$ cat src/rtl/parking_lane_counter_if.sv
// Sensor and occupancy bundle for the parking lane counter.
// Handshake note: there is no valid/ready pair here. The sensor inputs are
// level signals that are sampled every cycle. Every output is a registered
// level or a one-cycle pulse that the consumer must catch on the cycle it is
// high. dbg_state exposes each lane FSM, packed 3 bits per lane with lane 0
// in the LSBs.
interface parking_lane_counter_if #(
    parameter int LANES = 2,
    parameter int CNT_W = 8
);
    logic [LANES-1:0]   a;
    logic [LANES-1:0]   b;
    logic [LANES-1:0]   enter_pulse;
    logic [LANES-1:0]   exit_pulse;
    logic [CNT_W-1:0]   count;
    logic               full;
    logic               empty;
    logic               overflow_err;
    logic               underflow_err;
    logic [3*LANES-1:0] dbg_state;

    // Sensor side: drives the raw beam signals and observes the results.
    modport master (
        output a, b,
        input  enter_pulse, exit_pulse, count, full, empty,
               overflow_err, underflow_err, dbg_state
    );

    // Controller side.
    modport slave (
        input  a, b,
        output enter_pulse, exit_pulse, count, full, empty,
               overflow_err, underflow_err, dbg_state
    );
endinterface

$ cat src/rtl/parking_lane_counter.sv
// Multi-lane parking lot controller. Each lane has a 2-flop synchronizer and
// a direction-decoding FSM. The FSM turns outer/inner beam sequences into
// registered one-cycle enter/exit pulses. A shared saturating counter tracks
// occupancy and reports full/empty plus clamped over/underflow.
module parking_lane_counter #(
    parameter int LANES    = 2,
    parameter int CAPACITY = 50,
    parameter int CNT_W    = 8
) (
    input  logic                  clk,
    input  logic                  rst_n,
    parking_lane_counter_if.slave bus
);

    typedef enum logic [2:0] {
        IDLE   = 3'd0,
        IN_A   = 3'd1,
        IN_AB  = 3'd2,
        IN_B   = 3'd3,
        OUT_B  = 3'd4,
        OUT_BA = 3'd5,
        OUT_A  = 3'd6
    } lane_state_e;

    localparam logic signed [CNT_W+1:0] CAP_S  = (CNT_W+2)'(CAPACITY);
    localparam logic signed [CNT_W+1:0] ZERO_S = '0;
    localparam logic        [CNT_W-1:0] CAP_C  = CNT_W'(CAPACITY);

    logic [LANES-1:0] a_s1_q, a_s2_q, b_s1_q, b_s2_q;
    lane_state_e      state_q [LANES];
    lane_state_e      state_d [LANES];
    logic [LANES-1:0] enter_d, exit_d, enter_q, exit_q;

    logic signed [CNT_W+1:0] next_s;
    logic [CNT_W-1:0] count_d, count_q;
    logic             full_d, full_q, empty_d, empty_q;
    logic             ovf_d, ovf_q, unf_d, unf_q;

    // Two-flop synchronizers for the asynchronous beam sensors.
    always_ff @(posedge clk or negedge rst_n) begin
        if (!rst_n) begin
            a_s1_q <= '0;
            a_s2_q <= '0;
            b_s1_q <= '0;
            b_s2_q <= '0;
        end else begin
            a_s1_q <= bus.a;
            a_s2_q <= a_s1_q;
            b_s1_q <= bus.b;
            b_s2_q <= b_s1_q;
        end
    end

    // Per-lane direction decoding on the synchronized pair {a,b}.
    always_comb begin
        enter_d = '0;
        exit_d  = '0;
        for (int i = 0; i < LANES; i++) begin
            state_d[i] = state_q[i];
            case (state_q[i])
                IDLE: begin
                    case ({a_s2_q[i], b_s2_q[i]})
                        2'b10:   state_d[i] = IN_A;
                        2'b01:   state_d[i] = OUT_B;
                        default: state_d[i] = IDLE;   // 11 is ignored
                    endcase
                end
                IN_A: begin
                    case ({a_s2_q[i], b_s2_q[i]})
                        2'b10:   state_d[i] = IN_A;
                        2'b11:   state_d[i] = IN_AB;
                        default: state_d[i] = IDLE;
                    endcase
                end
                IN_AB: begin
                    case ({a_s2_q[i], b_s2_q[i]})
                        2'b11:   state_d[i] = IN_AB;
                        2'b01:   state_d[i] = IN_B;
                        2'b10:   state_d[i] = IN_A;
                        default: state_d[i] = IDLE;
                    endcase
                end
                IN_B: begin
                    case ({a_s2_q[i], b_s2_q[i]})
                        2'b01:   state_d[i] = IN_B;
                        2'b11:   state_d[i] = IN_AB;
                        2'b10:   state_d[i] = IDLE;   // reversed, no pulse
                        default: begin
                            state_d[i] = IDLE;
                            enter_d[i] = 1'b1;
                        end
                    endcase
                end
                OUT_B: begin
                    case ({a_s2_q[i], b_s2_q[i]})
                        2'b01:   state_d[i] = OUT_B;
                        2'b11:   state_d[i] = OUT_BA;
                        default: state_d[i] = IDLE;
                    endcase
                end
                OUT_BA: begin
                    case ({a_s2_q[i], b_s2_q[i]})
                        2'b11:   state_d[i] = OUT_BA;
                        2'b10:   state_d[i] = OUT_A;
                        2'b01:   state_d[i] = OUT_B;
                        default: state_d[i] = IDLE;
                    endcase
                end
                OUT_A: begin
                    case ({a_s2_q[i], b_s2_q[i]})
                        2'b10:   state_d[i] = OUT_A;
                        2'b11:   state_d[i] = OUT_BA;
                        2'b01:   state_d[i] = IDLE;   // reversed, no pulse
                        default: begin
                            state_d[i] = IDLE;
                            exit_d[i]  = 1'b1;
                        end
                    endcase
                end
                default: state_d[i] = IDLE;
            endcase
        end
    end

    // Lane state registers and registered direction pulses.
    always_ff @(posedge clk or negedge rst_n) begin
        if (!rst_n) begin
            for (int i = 0; i < LANES; i++) state_q[i] <= IDLE;
            enter_q <= '0;
            exit_q  <= '0;
        end else begin
            for (int i = 0; i < LANES; i++) state_q[i] <= state_d[i];
            enter_q <= enter_d;
            exit_q  <= exit_d;
        end
    end

    // Saturating occupancy update. It uses the pulses being registered this
    // edge, so the count moves together with the pulses. The sum is signed
    // and two bits wider than the count, so a clamp in either direction is
    // detected before it wraps.
    always_comb begin
        next_s = $signed({2'b00, count_q});
        for (int i = 0; i < LANES; i++) begin
            next_s = next_s + $signed({{(CNT_W+1){1'b0}}, enter_d[i]})
                            - $signed({{(CNT_W+1){1'b0}}, exit_d[i]});
        end
        ovf_d   = 1'b0;
        unf_d   = 1'b0;
        count_d = next_s[CNT_W-1:0];
        if (next_s > CAP_S) begin
            count_d = CAP_C;
            ovf_d   = 1'b1;
        end else if (next_s < ZERO_S) begin
            count_d = '0;
            unf_d   = 1'b1;
        end
        full_d  = (count_d == CAP_C);
        empty_d = (count_d == '0);
    end

    // Occupancy, flag and error registers.
    always_ff @(posedge clk or negedge rst_n) begin
        if (!rst_n) begin
            count_q <= '0;
            full_q  <= 1'b0;
            empty_q <= 1'b1;
            ovf_q   <= 1'b0;
            unf_q   <= 1'b0;
        end else begin
            count_q <= count_d;
            full_q  <= full_d;
            empty_q <= empty_d;
            ovf_q   <= ovf_d;
            unf_q   <= unf_d;
        end
    end

    // Drive the bundle outputs, including the packed per-lane debug state.
    always_comb begin
        bus.enter_pulse   = enter_q;
        bus.exit_pulse    = exit_q;
        bus.count         = count_q;
        bus.full          = full_q;
        bus.empty         = empty_q;
        bus.overflow_err  = ovf_q;
        bus.underflow_err = unf_q;
        bus.dbg_state     = '0;
        for (int i = 0; i < LANES; i++) bus.dbg_state[3*i +: 3] = state_q[i];
    end

endmodule

$ cat src/flat_wrapper.sv
// flat-port wrapper written by rule: the top's interface ports become plain ports
module parking_lane_counter_flat 
#(
    parameter int LANES    = 2,
    parameter int CAPACITY = 50,
    parameter int CNT_W    = 8
)
  (clk, rst_n, bus_a, bus_b, bus_enter_pulse, bus_exit_pulse, bus_count, bus_full, bus_empty, bus_overflow_err, bus_underflow_err, bus_dbg_state);
  parking_lane_counter_if #(.LANES(LANES), .CNT_W(CNT_W)) bus_i ();
  input  logic clk;
  input  logic rst_n;
  input wire logic [$bits(bus_i.a)-1:0] bus_a;
  input wire logic [$bits(bus_i.b)-1:0] bus_b;
  output wire logic [$bits(bus_i.enter_pulse)-1:0] bus_enter_pulse;
  output wire logic [$bits(bus_i.exit_pulse)-1:0] bus_exit_pulse;
  output wire logic [$bits(bus_i.count)-1:0] bus_count;
  output wire logic [$bits(bus_i.full)-1:0] bus_full;
  output wire logic [$bits(bus_i.empty)-1:0] bus_empty;
  output wire logic [$bits(bus_i.overflow_err)-1:0] bus_overflow_err;
  output wire logic [$bits(bus_i.underflow_err)-1:0] bus_underflow_err;
  output wire logic [$bits(bus_i.dbg_state)-1:0] bus_dbg_state;
  assign bus_i.a = bus_a;
  assign bus_i.b = bus_b;
  assign bus_enter_pulse = bus_i.enter_pulse;
  assign bus_exit_pulse = bus_i.exit_pulse;
  assign bus_count = bus_i.count;
  assign bus_full = bus_i.full;
  assign bus_empty = bus_i.empty;
  assign bus_overflow_err = bus_i.overflow_err;
  assign bus_underflow_err = bus_i.underflow_err;
  assign bus_dbg_state = bus_i.dbg_state;
  parking_lane_counter #(.LANES(LANES), .CAPACITY(CAPACITY), .CNT_W(CNT_W)) u_core (.clk(clk), .rst_n(rst_n), .bus(bus_i));
endmodule
$ cat config.mk
export PLATFORM = sky130hd
export DESIGN_NAME = parking_lane_counter_flat
export DESIGN_NICKNAME = d
export VERILOG_FILES = /design/src/rtl/parking_lane_counter_if.sv /design/src/rtl/parking_lane_counter.sv /design/src/flat_wrapper.sv
export SDC_FILE = /design/constraint.sdc
export NUM_CORES = 1
export LEC_CHECK = 0
export ABC_AREA = 1
export CAP_MARGIN = 10
export CORE_AREA = 4 4 72 61
export DETAILED_ROUTE_END_ITERATION = 10
export DIE_AREA = 0 0 76 65
export PLACE_DENSITY_LB_ADDON = 0.12
export SLEW_MARGIN = 5
export SYNTH_ARGS = -nofsm -noshare
export SYNTH_HDL_FRONTEND = slang
export SYNTH_SLANG_ARGS = --single-unit
export TNS_END_PERCENT = 100
$ cat constraint.sdc
create_clock -name clk -period 8.5 [get_ports clk]
set_clock_uncertainty 0.15 [all_clocks]
set_input_delay 1.7 -clock clk [delete_from_list [all_inputs] [get_ports clk]]
set_output_delay 1.7 -clock clk [all_outputs]
set_load 0.02 [all_outputs]
# ---- Word level (Yosys, flattened, before mapping)
# Index checks and enable logic that the tools add are counted.
# Widths: inputs -> output; s select.
dict set report op_classes {
  n_addsub 4
  magnitude_cmp 2
  n_eq_ne 19
  muxes 27
  reduce_logical 5
}
# operator count
set ops {}
lappend ops {{$pmux 3 s7} 2}
lappend ops {{$pmux 3 s2} 6}
lappend ops {{$sub 10x2->10} 2}
lappend ops {{$eq 3x3->1 const B} 6}
lappend ops {{$pmux 3 s3} 2}
lappend ops {{$mux 8} 2}
lappend ops {{$pmux 2 s2} 4}
lappend ops {{$eq 3x2->1 const B} 4}
lappend ops {{$pmux 2 s3} 2}
lappend ops {{$add 10x2->10} 1}
lappend ops {{$gt 10x7->1 const B} 1}
lappend ops {{$lt 10x1->1 const B} 1}
lappend ops {{$add 8x1->9} 1}
lappend ops {{$mux 1} 9}
lappend ops {{$eq 2x2->1 const B} 4}
lappend ops {{$eq 8x6->1 const B} 1}
lappend ops {{$logic_not 8->1} 1}
lappend ops {{$eq 3x1->1 const B} 2}
lappend ops {{$logic_not 3->1} 2}
lappend ops {{$reduce_or 3->1} 2}
lappend ops {{$eq 2x1->1 const B} 2}
dict set report word_totals {
  regBits 30
  inputBits 6
  out_inout_bits 22
  elab_cells 70
}

# ---- Longest topological paths before layout
dict set report logic_depth {
  ltp_word 12
  ltp_mapped 24
  depth_no_buf 24
}

# ---- Worst setup path before layout
# Ideal clock, no wire load.
dict set report synth_timing {
  path_type {flip-flop to flip-flop}
  startpoint {register u_core.b_s2_q[0]}
  endpoint {register u_core.empty_q (netlist: u_core.bus.empty)}
  setup_ns 0.080
  arrival_time_ns 3.545
  required_ns 8.270
  setup_slack_ns 4.725
  path_stages_with_launch 22
  n_path_buf 0
  period_less_slack_ns 3.775
  cell_sequence {dfrtp_1 -> inv_1 -> ha_1 -> inv_1 -> nor4_1 -> ha_1 -> fa_1 -> ha_1 -> ha_1 -> fa_1 -> nand2_1 -> inv_1 -> nor2_1 -> a21oi_1 -> a21oi_1 -> nand3_2 -> nand2_2 -> nor2_4 -> nand2_2 -> nand2_2 -> o211ai_1 -> nor2_1}
}
dict set report synth_via {
  elab_chain_cells 12
  word_cells_on_any_way 16
  classes_between {add/sub: 4; order compare: 2; eq/ne: 3; mux: 5; reduce/logical: 2}
}
# element line
set synth_rtl {}
lappend synth_rtl {{start, declared} parking_lane_counter.sv:29} ;# logic [LANES-1:0] a_s1_q, a_s2_q, b_s1_q, b_s2_q;
lappend synth_rtl {{start signal, assigned} parking_lane_counter.sv:50} ;# b_s2_q <= b_s1_q;
lappend synth_rtl {{$eq 2x1->1 / $eq 2x2->1 (equally long branches)} parking_lane_counter.sv:84} ;# case ({a_s2_q[i], b_s2_q[i]})
lappend synth_rtl {{$reduce_or 3->1 (no line) (*)} --}
lappend synth_rtl {{$mux 1 (*)} parking_lane_counter.sv:84}
lappend synth_rtl {{$mux 1 (*)} parking_lane_counter.sv:60} ;# case (state_q[i])
lappend synth_rtl {{net u_core.enter_d[0]} parking_lane_counter.sv:32} ;# logic [LANES-1:0] enter_d, exit_d, enter_q, exit_q;
lappend synth_rtl {{$add 8x1->9 (*)} parking_lane_counter.sv:145} ;# next_s = next_s + $signed({{(CNT_W+1){1'b0}}, enter_d[i]})
lappend synth_rtl {{$sub 10x2->10 (*)} parking_lane_counter.sv:146} ;# - $signed({{(CNT_W+1){1'b0}}, exit_d[i]});
lappend synth_rtl {{$add 10x2->10 (*)} parking_lane_counter.sv:145}
lappend synth_rtl {{$sub 10x2->10 (*)} parking_lane_counter.sv:146}
lappend synth_rtl {{$lt 10x1->1} parking_lane_counter.sv:154} ;# end else if (next_s < ZERO_S) begin
lappend synth_rtl {{$mux 8} parking_lane_counter.sv:154}
lappend synth_rtl {{$mux 8 (*)} parking_lane_counter.sv:151} ;# if (next_s > CAP_S) begin
lappend synth_rtl {{$logic_not 8->1 (*)} parking_lane_counter.sv:159} ;# empty_d = (count_d == '0);
lappend synth_rtl {{net u_core.empty_d} parking_lane_counter.sv:36} ;# logic full_d, full_q, empty_d, empty_q;
lappend synth_rtl {{end signal, assigned} parking_lane_counter.sv:173} ;# empty_q <= empty_d;
lappend synth_rtl {{end, declared} parking_lane_counter.sv:36}
# Mark *: on every way through the listed nets, which the timed path passes. The rest lies on a longest branch.

# ---- Final worst setup path
# Ends and elaborated chain as after synthesis.

==> impl_metrics.prom <==
# TYPE chip_impl_metric gauge
chip_impl_metric{name="timing_worst_slew_pin_value",unit="ns"} 0.523
chip_impl_metric{name="reg_clk_slew_reported_paths",unit="ns"} 0.07
chip_impl_metric{name="synth_simple_gate_area_share",unit="%"} 27.3
chip_impl_metric{name="wl",unit="mm"} 4.35
chip_impl_metric{name="route.antenna.remaining_nets",unit=""} 0
chip_impl_metric{name="slew_headroom",unit="%"} 64.8
chip_impl_metric{name="muxShareOfSynthArea",unit="%"} 0
chip_impl_metric{name="min_period_over_period",unit="%"} 48.8
chip_impl_metric{name="synth_fa_ha_area_share",unit="%"} 17.4
chip_impl_info{name="synthTopCellsByArea",value="sky130_fd_sc_hd__dfrtp_1, sky130_fd_sc_hd__ha_1, sky130_fd_sc_hd__inv_1"} 1
chip_impl_metric{name="seq_area_frac_synth",unit="%"} 35.9
chip_impl_metric{name="dr.first_iter.drc_count",unit=""} 120
chip_impl_metric{name="synth_area",unit="mm2"} 0.00210
chip_impl_metric{name="final_max_slew_viol_count",unit=""} 0
chip_impl_metric{name="hold_slack",unit="ns"} 0.199
chip_impl_metric{name="worstSkewPairLatency",unit="ns"} 0.28
chip_impl_metric{name="drt_pre_antenna_iters",unit=""} 5
chip_impl_metric{name="n_antenna_cell",unit=""} 0
chip_impl_metric{name="numCtsBuffers",unit=""} 5
chip_impl_metric{name="arrival_time_reported_for_the_critical_path_endpoint",unit="ns"} 4.21
chip_impl_metric{name="wl_per_cell",unit="um"} 13.1
chip_impl_info{name="critPathLaunchType",value="flip-flop"} 1
chip_impl_metric{name="power.switching",unit="mW"} 0.247
chip_impl_metric{name="post_drt_via_cell_ratio",unit=""} 5.33
chip_impl_metric{name="internal_power",unit="mW"} 0.335
chip_impl_metric{name="critPathRequiredTime",unit="ns"} 8.56
chip_impl_metric{name="overflow",unit=""} 0
chip_impl_metric{name="ctsResizeCount",unit=""} 0
chip_impl_metric{name="number_of_placement_rows",unit=""} 20
chip_impl_metric{name="cts_htree_levels",unit=""} 2
chip_impl_metric{name="period_needed",unit="ns"} 4.15
chip_impl_metric{name="synth_area_per_cell",unit="um2"} 8.32
chip_impl_metric{name="grt_max_degree",unit=""} 31
chip_impl_info{name="synth_top_family_by_area",value="simple AND/OR/NAND/NOR gates"} 1
chip_impl_metric{name="design.core.area",unit="mm2"} 0.00368
chip_impl_metric{name="layout.nets",unit=""} 322
chip_impl_metric{name="detailed_place_hpwl",unit="mm"} 3.38
chip_impl_metric{name="clock_power_share",unit="%"} 20.5
chip_impl_metric{name="combinationalPowerShare",unit="%"} 45.5
chip_impl_metric{name="cts_setup_buffers",unit=""} 0
chip_impl_metric{name="finished_cell_area",unit="mm2"} 0.00253
chip_impl_metric{name="grt_pass1_vias",unit=""} 1717
chip_impl_metric{name="filler_cells_inserted",unit=""} 312
chip_impl_metric{name="gp_routability_congestion",unit=""} 0.926
chip_impl_metric{name="power_density",unit="mW/mm2"} 230
chip_impl_metric{name="yosys_register_bits",unit=""} 30
chip_impl_metric{name="synth_top_area_share",unit="%"} 34.6
chip_impl_metric{name="post_route_cells_drive_above_1_share",unit="%"} 9.69
chip_impl_metric{name="die_x",unit="um"} 76
chip_impl_metric{name="syn_to_final_growth",unit="%"} 20.6
chip_impl_metric{name="setup_tns_final",unit="ns"} 0
chip_impl_metric{name="number_of_maximum_capacitance_constraint_violations",unit=""} 0
chip_impl_info{name="clock_tree_from_tritoncts",value="yes"} 1
chip_impl_metric{name="globalRouteTotalUtil",unit="%"} 19.6
chip_impl_info{name="ctsRootBufferMaster",value="sky130_fd_sc_hd__clkbuf_8"} 1
chip_impl_metric{name="swShare",unit="%"} 42.4
chip_impl_metric{name="timing.final.ws_setup",unit="ns"} 4.35
chip_impl_metric{name="initial_core_util",unit="%"} 57.0
chip_impl_metric{name="design.die.area",unit="mm2"} 0.00494
chip_impl_metric{name="synth_cell_types",unit=""} 29
chip_impl_metric{name="synth_compound_gate_area_share",unit="%"} 7.94
chip_impl_metric{name="yosys_warns",unit=""} 0
chip_impl_info{name="grt_setup_unrepaired",value="false"} 1
chip_impl_metric{name="finalSetupViolations",unit=""} 0
chip_impl_info{name="timing.setup.critical_path_class",value="reg2reg"} 1
chip_impl_metric{name="synth-xor-area-share",unit="%"} 2.51
chip_impl_metric{name="rrSetupSlack",unit="ns"} 4.35
chip_impl_info{name="crit_path_end_kind",value="flip-flop"} 1
chip_impl_metric{name="syn_inst",unit=""} 252
chip_impl_info{name="synth.largest_area_cell",value="sky130_fd_sc_hd__dfrtp_1"} 1
chip_impl_metric{name="power.sequential.fraction",unit="%"} 34.0
chip_impl_metric{name="antenna_found_initial",unit=""} 0
chip_impl_metric{name="remaining_drcs",unit=""} 0
chip_impl_metric{name="dpl_worst_slack",unit="ns"} 4.37
chip_impl_metric{name="final-hold-violation-count",unit=""} 0
chip_impl_metric{name="irDropWorstVdd",unit="mV"} 0.164
chip_impl_metric{name="die_height",unit="um"} 65
chip_impl_info{name="outcome",value="completed"} 1
chip_impl_metric{name="detailed_place.area",unit="mm2"} 0.00243
chip_impl_metric{name="clkSinkCount",unit=""} 30
chip_impl_metric{name="timing.fmax",unit="MHz"} 241
chip_impl_metric{name="count_of_hold_buffers_inserted_by_post_cts_repair",unit=""} 0
chip_impl_info{name="worst_hold_path_type",value="reg2reg"} 1
chip_impl_metric{name="io-pin-count",unit=""} 28
chip_impl_metric{name="first_pass_grt_wire_length",unit="mm"} 7.80
chip_impl_metric{name="worstPathMaxFanout",unit=""} 5
chip_impl_metric{name="buffer_depth_of_the_longest_clock_path",unit=""} 2
chip_impl_metric{name="power.leakage",unit="nW"} 1.27
chip_impl_metric{name="detailroute.via_count",unit=""} 1776
chip_impl_metric{name="port_buffers",unit=""} 27
[synth_stat cells]
cell type / instances
sky130_fd_sc_hd__a211oi_1: 2
sky130_fd_sc_hd__a21o_1: 1
sky130_fd_sc_hd__a21oi_1: 8
sky130_fd_sc_hd__clkinv_1: 1
sky130_fd_sc_hd__conb_1: 1
sky130_fd_sc_hd__dfrtp_1: 29
sky130_fd_sc_hd__dfstp_2: 1
sky130_fd_sc_hd__fa_1: 2
sky130_fd_sc_hd__ha_1: 26
sky130_fd_sc_hd__inv_1: 48
sky130_fd_sc_hd__nand2_1: 34
sky130_fd_sc_hd__nand2_2: 9
sky130_fd_sc_hd__nand2_4: 2
sky130_fd_sc_hd__nand3_1: 15
sky130_fd_sc_hd__nand3_2: 4
sky130_fd_sc_hd__nand3b_1: 1
sky130_fd_sc_hd__nand4_1: 16
sky130_fd_sc_hd__nor2_1: 22
sky130_fd_sc_hd__nor2_4: 1
sky130_fd_sc_hd__nor3_1: 6
sky130_fd_sc_hd__nor4_1: 2
sky130_fd_sc_hd__o2111ai_1: 5
sky130_fd_sc_hd__o211ai_1: 2
sky130_fd_sc_hd__o21ai_0: 5
sky130_fd_sc_hd__o21bai_2: 1
sky130_fd_sc_hd__o311ai_0: 1
sky130_fd_sc_hd__or2_2: 1
sky130_fd_sc_hd__xnor2_1: 1
sky130_fd_sc_hd__xor2_1: 5
[final timing paths]
path,cells after the start,end,startpoint
setup / recovery,21,u_core.bus.empty$_DFF_PN1_,u_core.b_s2_q[0]$_DFF_PN0_
hold / removal,0,u_core.a_s2_q[1]$_DFF_PN0_,u_core.a_s1_q[1]$_DFF_PN0_
setup reg to reg,21,u_core.bus.empty$_DFF_PN1_,u_core.b_s2_q[0]$_DFF_PN0_
hold reg to reg,0,u_core.a_s2_q[1]$_DFF_PN0_,u_core.a_s1_q[1]$_DFF_PN0_
max in group asynchronous,2,u_core.bus.empty$_DFF_PN1_,rst_n
min in group asynchronous,2,u_core.b_s2_q[0]$_DFF_PN0_,rst_n
[routing by layer]
layer | up-vias | global-route usage [%] | share of wire [%] | routed length [um]
met5 | - | 0 | 0 | 0
met4 | 0 | 4.00 | 0.90 | 39
met1 | 816 | 27.4 | 48 | 2110
li1 | 903 | - | - | -
met2 | 52 | 30.3 | 43 | 1860
met3 | 5 | 5.69 | 7.7 | 336
[critical path, stage by stage, from the launching register on]
cell                       delay, ns
sky130_fd_sc_hd__dfrtp_1        0.43
sky130_fd_sc_hd__inv_1          0.12
sky130_fd_sc_hd__ha_1           0.15
sky130_fd_sc_hd__inv_1          0.07
sky130_fd_sc_hd__nor4_1         0.47
sky130_fd_sc_hd__ha_1           0.35
sky130_fd_sc_hd__fa_1           0.44
sky130_fd_sc_hd__ha_1           0.19
sky130_fd_sc_hd__ha_1           0.20
sky130_fd_sc_hd__fa_1           0.41
sky130_fd_sc_hd__nand2_1        0.07
sky130_fd_sc_hd__inv_1          0.05
sky130_fd_sc_hd__nor2_1         0.20
sky130_fd_sc_hd__a21oi_1        0.07
sky130_fd_sc_hd__a21oi_1        0.17
sky130_fd_sc_hd__nand3_2        0.10
sky130_fd_sc_hd__nand2_2        0.09
sky130_fd_sc_hd__nor2_4         0.05
sky130_fd_sc_hd__nand2_2        0.06
sky130_fd_sc_hd__nand2_2        0.07
sky130_fd_sc_hd__o211ai_1       0.09
sky130_fd_sc_hd__nor2_1         0.08
[cell usage in the layout (no fill, tap or decap), drive strengths merged, types with 2 or more instances in the layout]
master,n
dfrtp,29
o21ai,5
ha,26
clkinv,2
conb,2
inv,48
o211ai,2
clkbuf,6
clkdlybuf4s50,27
a211oi,2
nand2,45
nand3,19
o2111ai,5
a21oi,8
xor2,5
nor3,6
nand4,16
nor2,23
fa,2
nor4,2
[sequential cells by signal, indices dropped and copies added (netlist names)]
register / cells
u_core.bus.exit_pulse: 2
u_core.bus.overflow_err: 1
u_core.a_s2_q: 2
u_core.bus.underflow_err: 1
u_core.bus.enter_pulse: 2
u_core.b_s2_q: 2
u_core.a_s1_q: 2
u_core.bus.full: 1
u_core.b_s1_q: 2
u_core.bus.empty: 1
u_core.bus.dbg_state: 6
u_core.bus.count: 8
[cell families (layout without fill, tap and decap cells)]
logic type / after synthesis / after routing
adder cells (fa/ha/maj): 28 / 28
XOR/XNOR: 6 / 6
buffers and inverters: 49 / 85
AO/OA/AOI/OAI: 25 / 25
AND/OR/NAND/NOR: 113 / 113
flip-flops: 30 / 30
other: 1 / 2
[metrics by stage]
stage | util [%] | total power [mW] | instances
4_1_cts | 68.7 | 0.583 | 333
3_3_place_gp | 66.1 | 0.459 | 325
2_1_floorplan | - | 0.375 | 253
6_report | 68.7 | 0.581 | 333
5_1_grt | 68.7 | 0.630 | 333
3_5_place_dp | 66.1 | 0.462 | 325
[power by group through the flow]
stage	clock network, mW	logic, mW	registers, mW
after floorplan	0	0.157	0.218
after global placement	0	0.260	0.199
after detailed placement	0	0.262	0.200
after CTS	0.122	0.264	0.197
after global routing	0.130	0.298	0.202
final	0.119	0.264	0.197
[final cells by class]
| type | count | area (um2) | area share, % |
|---|---|---|---|
| Tap cell | 44 | 55.1 | 2.18 |
| Multi-Input combinational cell | 174 | 1160 | 46.0 |
| Sequential cell | 30 | 752 | 29.8 |
| Clock inverter | 2 | 12.5 | 0.495 |
| Timing Repair Buffer | 28 | 278 | 11.0 |
| Inverter | 49 | 184 | 7.28 |
| Clock buffer | 6 | 82.6 | 3.27 |
(Power assumes the default switching activity.)
==> patch: new RTL, config.mk and constraints unchanged <==
`CNT_W` is set to 8 in 3 places; all go to 10.
--- a/src/rtl/parking_lane_counter_if.sv
+++ b/src/rtl/parking_lane_counter_if.sv
@@ -8,3 +8,3 @@
     parameter int LANES = 2,
-    parameter int CNT_W = 8
+    parameter int CNT_W = 10
 );
--- a/src/rtl/parking_lane_counter.sv
+++ b/src/rtl/parking_lane_counter.sv
@@ -7,3 +7,3 @@
     parameter int CAPACITY = 50,
-    parameter int CNT_W    = 8
+    parameter int CNT_W    = 10
 ) (
--- a/src/flat_wrapper.sv
+++ b/src/flat_wrapper.sv
@@ -5,3 +5,3 @@
     parameter int CAPACITY = 50,
-    parameter int CNT_W    = 8
+    parameter int CNT_W    = 10
 )
Interface: changed (resized bus_count); port bits go from 28 to 30. No check against the original RTL was run, so the function may have changed too.
==> patch against the original RTL <==
  * Sequential cell count grew 2
  * Power decreased by 17%
  * Setup slack got worse by 230 ps
  * Largest power group is now sequential cells
  * Cell count rose by 13%
  * Synthesized area is 10% higher
  * Wire length is 10% higher
  * Cell area up 8.9%
==> patch: results (changes against the original RTL) <==
stage	metric	value	unit	change
status	outcome	finished, final reports clean		
synth	Seq/Total Area, Yosys	0.3474		-0.01138
placement	Detailed Place HPWL	3.820	mm	+13%
global_route	met1 GRT Util	0.2996		+0.02605
synth	Syn Inst Count	292		+16%
detailed_routing	iteration-0 DRC count of the detailed router	106		-12%
placement	DP Worst Slack	4152	ps	-213.5 ps
global_route	first-pass GRT wire length	8.763	mm	+12%
finish	max reg flops	10		+2
global_route	vias in the first global route	1982		+15%
placement	RD Place Congestion	0.9070		-2.1%
global_route	largest net degree at the start of global routing	33		+6.5%
finish	Non-CTS buffers	30		+7.1%
finish	Seq/total area	0.2915		-0.006029
detailed_routing	routed wl met2	2.053	mm	+10%
finish	multi-input logic area	0.001335	sq mm	+15%
global_route	M3 GR Usage	0.05833		+0.001389
detailed_routing	DRT Pass-1 Iters	4		-1
detailed_routing	WL final	4.781	mm	+10%
placement	placed inst area	0.002661	sq mm	+9.4%
power	sw power	180.7	uW	-27%
detailed_routing	met3 WL	277	um	-18%
power	sequential share of power	0.399		+0.059
synth	Post-synth top cells	nand2_1 (66), inv_1 (43), dfrtp_1 (31)		
synth	Synth area leaders	dfrtp_1 (34%), ha_1 (15%), nand2_1 (11%)		
setup_path	Worst Path Arrival	4460	ps	+250 ps
setup_path	slowest CP cell	fa_1		
finish	register area	802.0	sq um	+6.7%
[patch: cells by family (layout without fill, tap and decap cells)]
kind of cell             count (synthesis)  after routing  share of synthesized area
XOR/XNOR                                 6              6                    0.02276
buffers and inverters                   47             83                    0.07913
AO/OA/AOI/OAI                           24             24                    0.06017
flip-flops                              32             32                     0.3474
other                                    1              4                   0.001624
adder cells (fa/ha/maj)                 30             30                     0.1691
AND/OR/NAND/NOR                        152            152                     0.3198
[patch: worst paths after layout]
check                                 startpoint  cells past startpoint                      end  slack (ps)
worst max register to register  u_core.b_s2_q[0]                     26         u_core.bus.empty        4120
worst min-delay path            u_core.b_s1_q[0]                      0         u_core.b_s2_q[0]         200
worst min register to register  u_core.b_s1_q[0]                      0         u_core.b_s2_q[0]         200
worst max-delay path            u_core.b_s2_q[0]                     26         u_core.bus.empty        4120
min in group asynchronous                  rst_n                      2  u_core.bus.dbg_state[5]        1670
max in group asynchronous                  rst_n                      2         u_core.bus.empty        6210
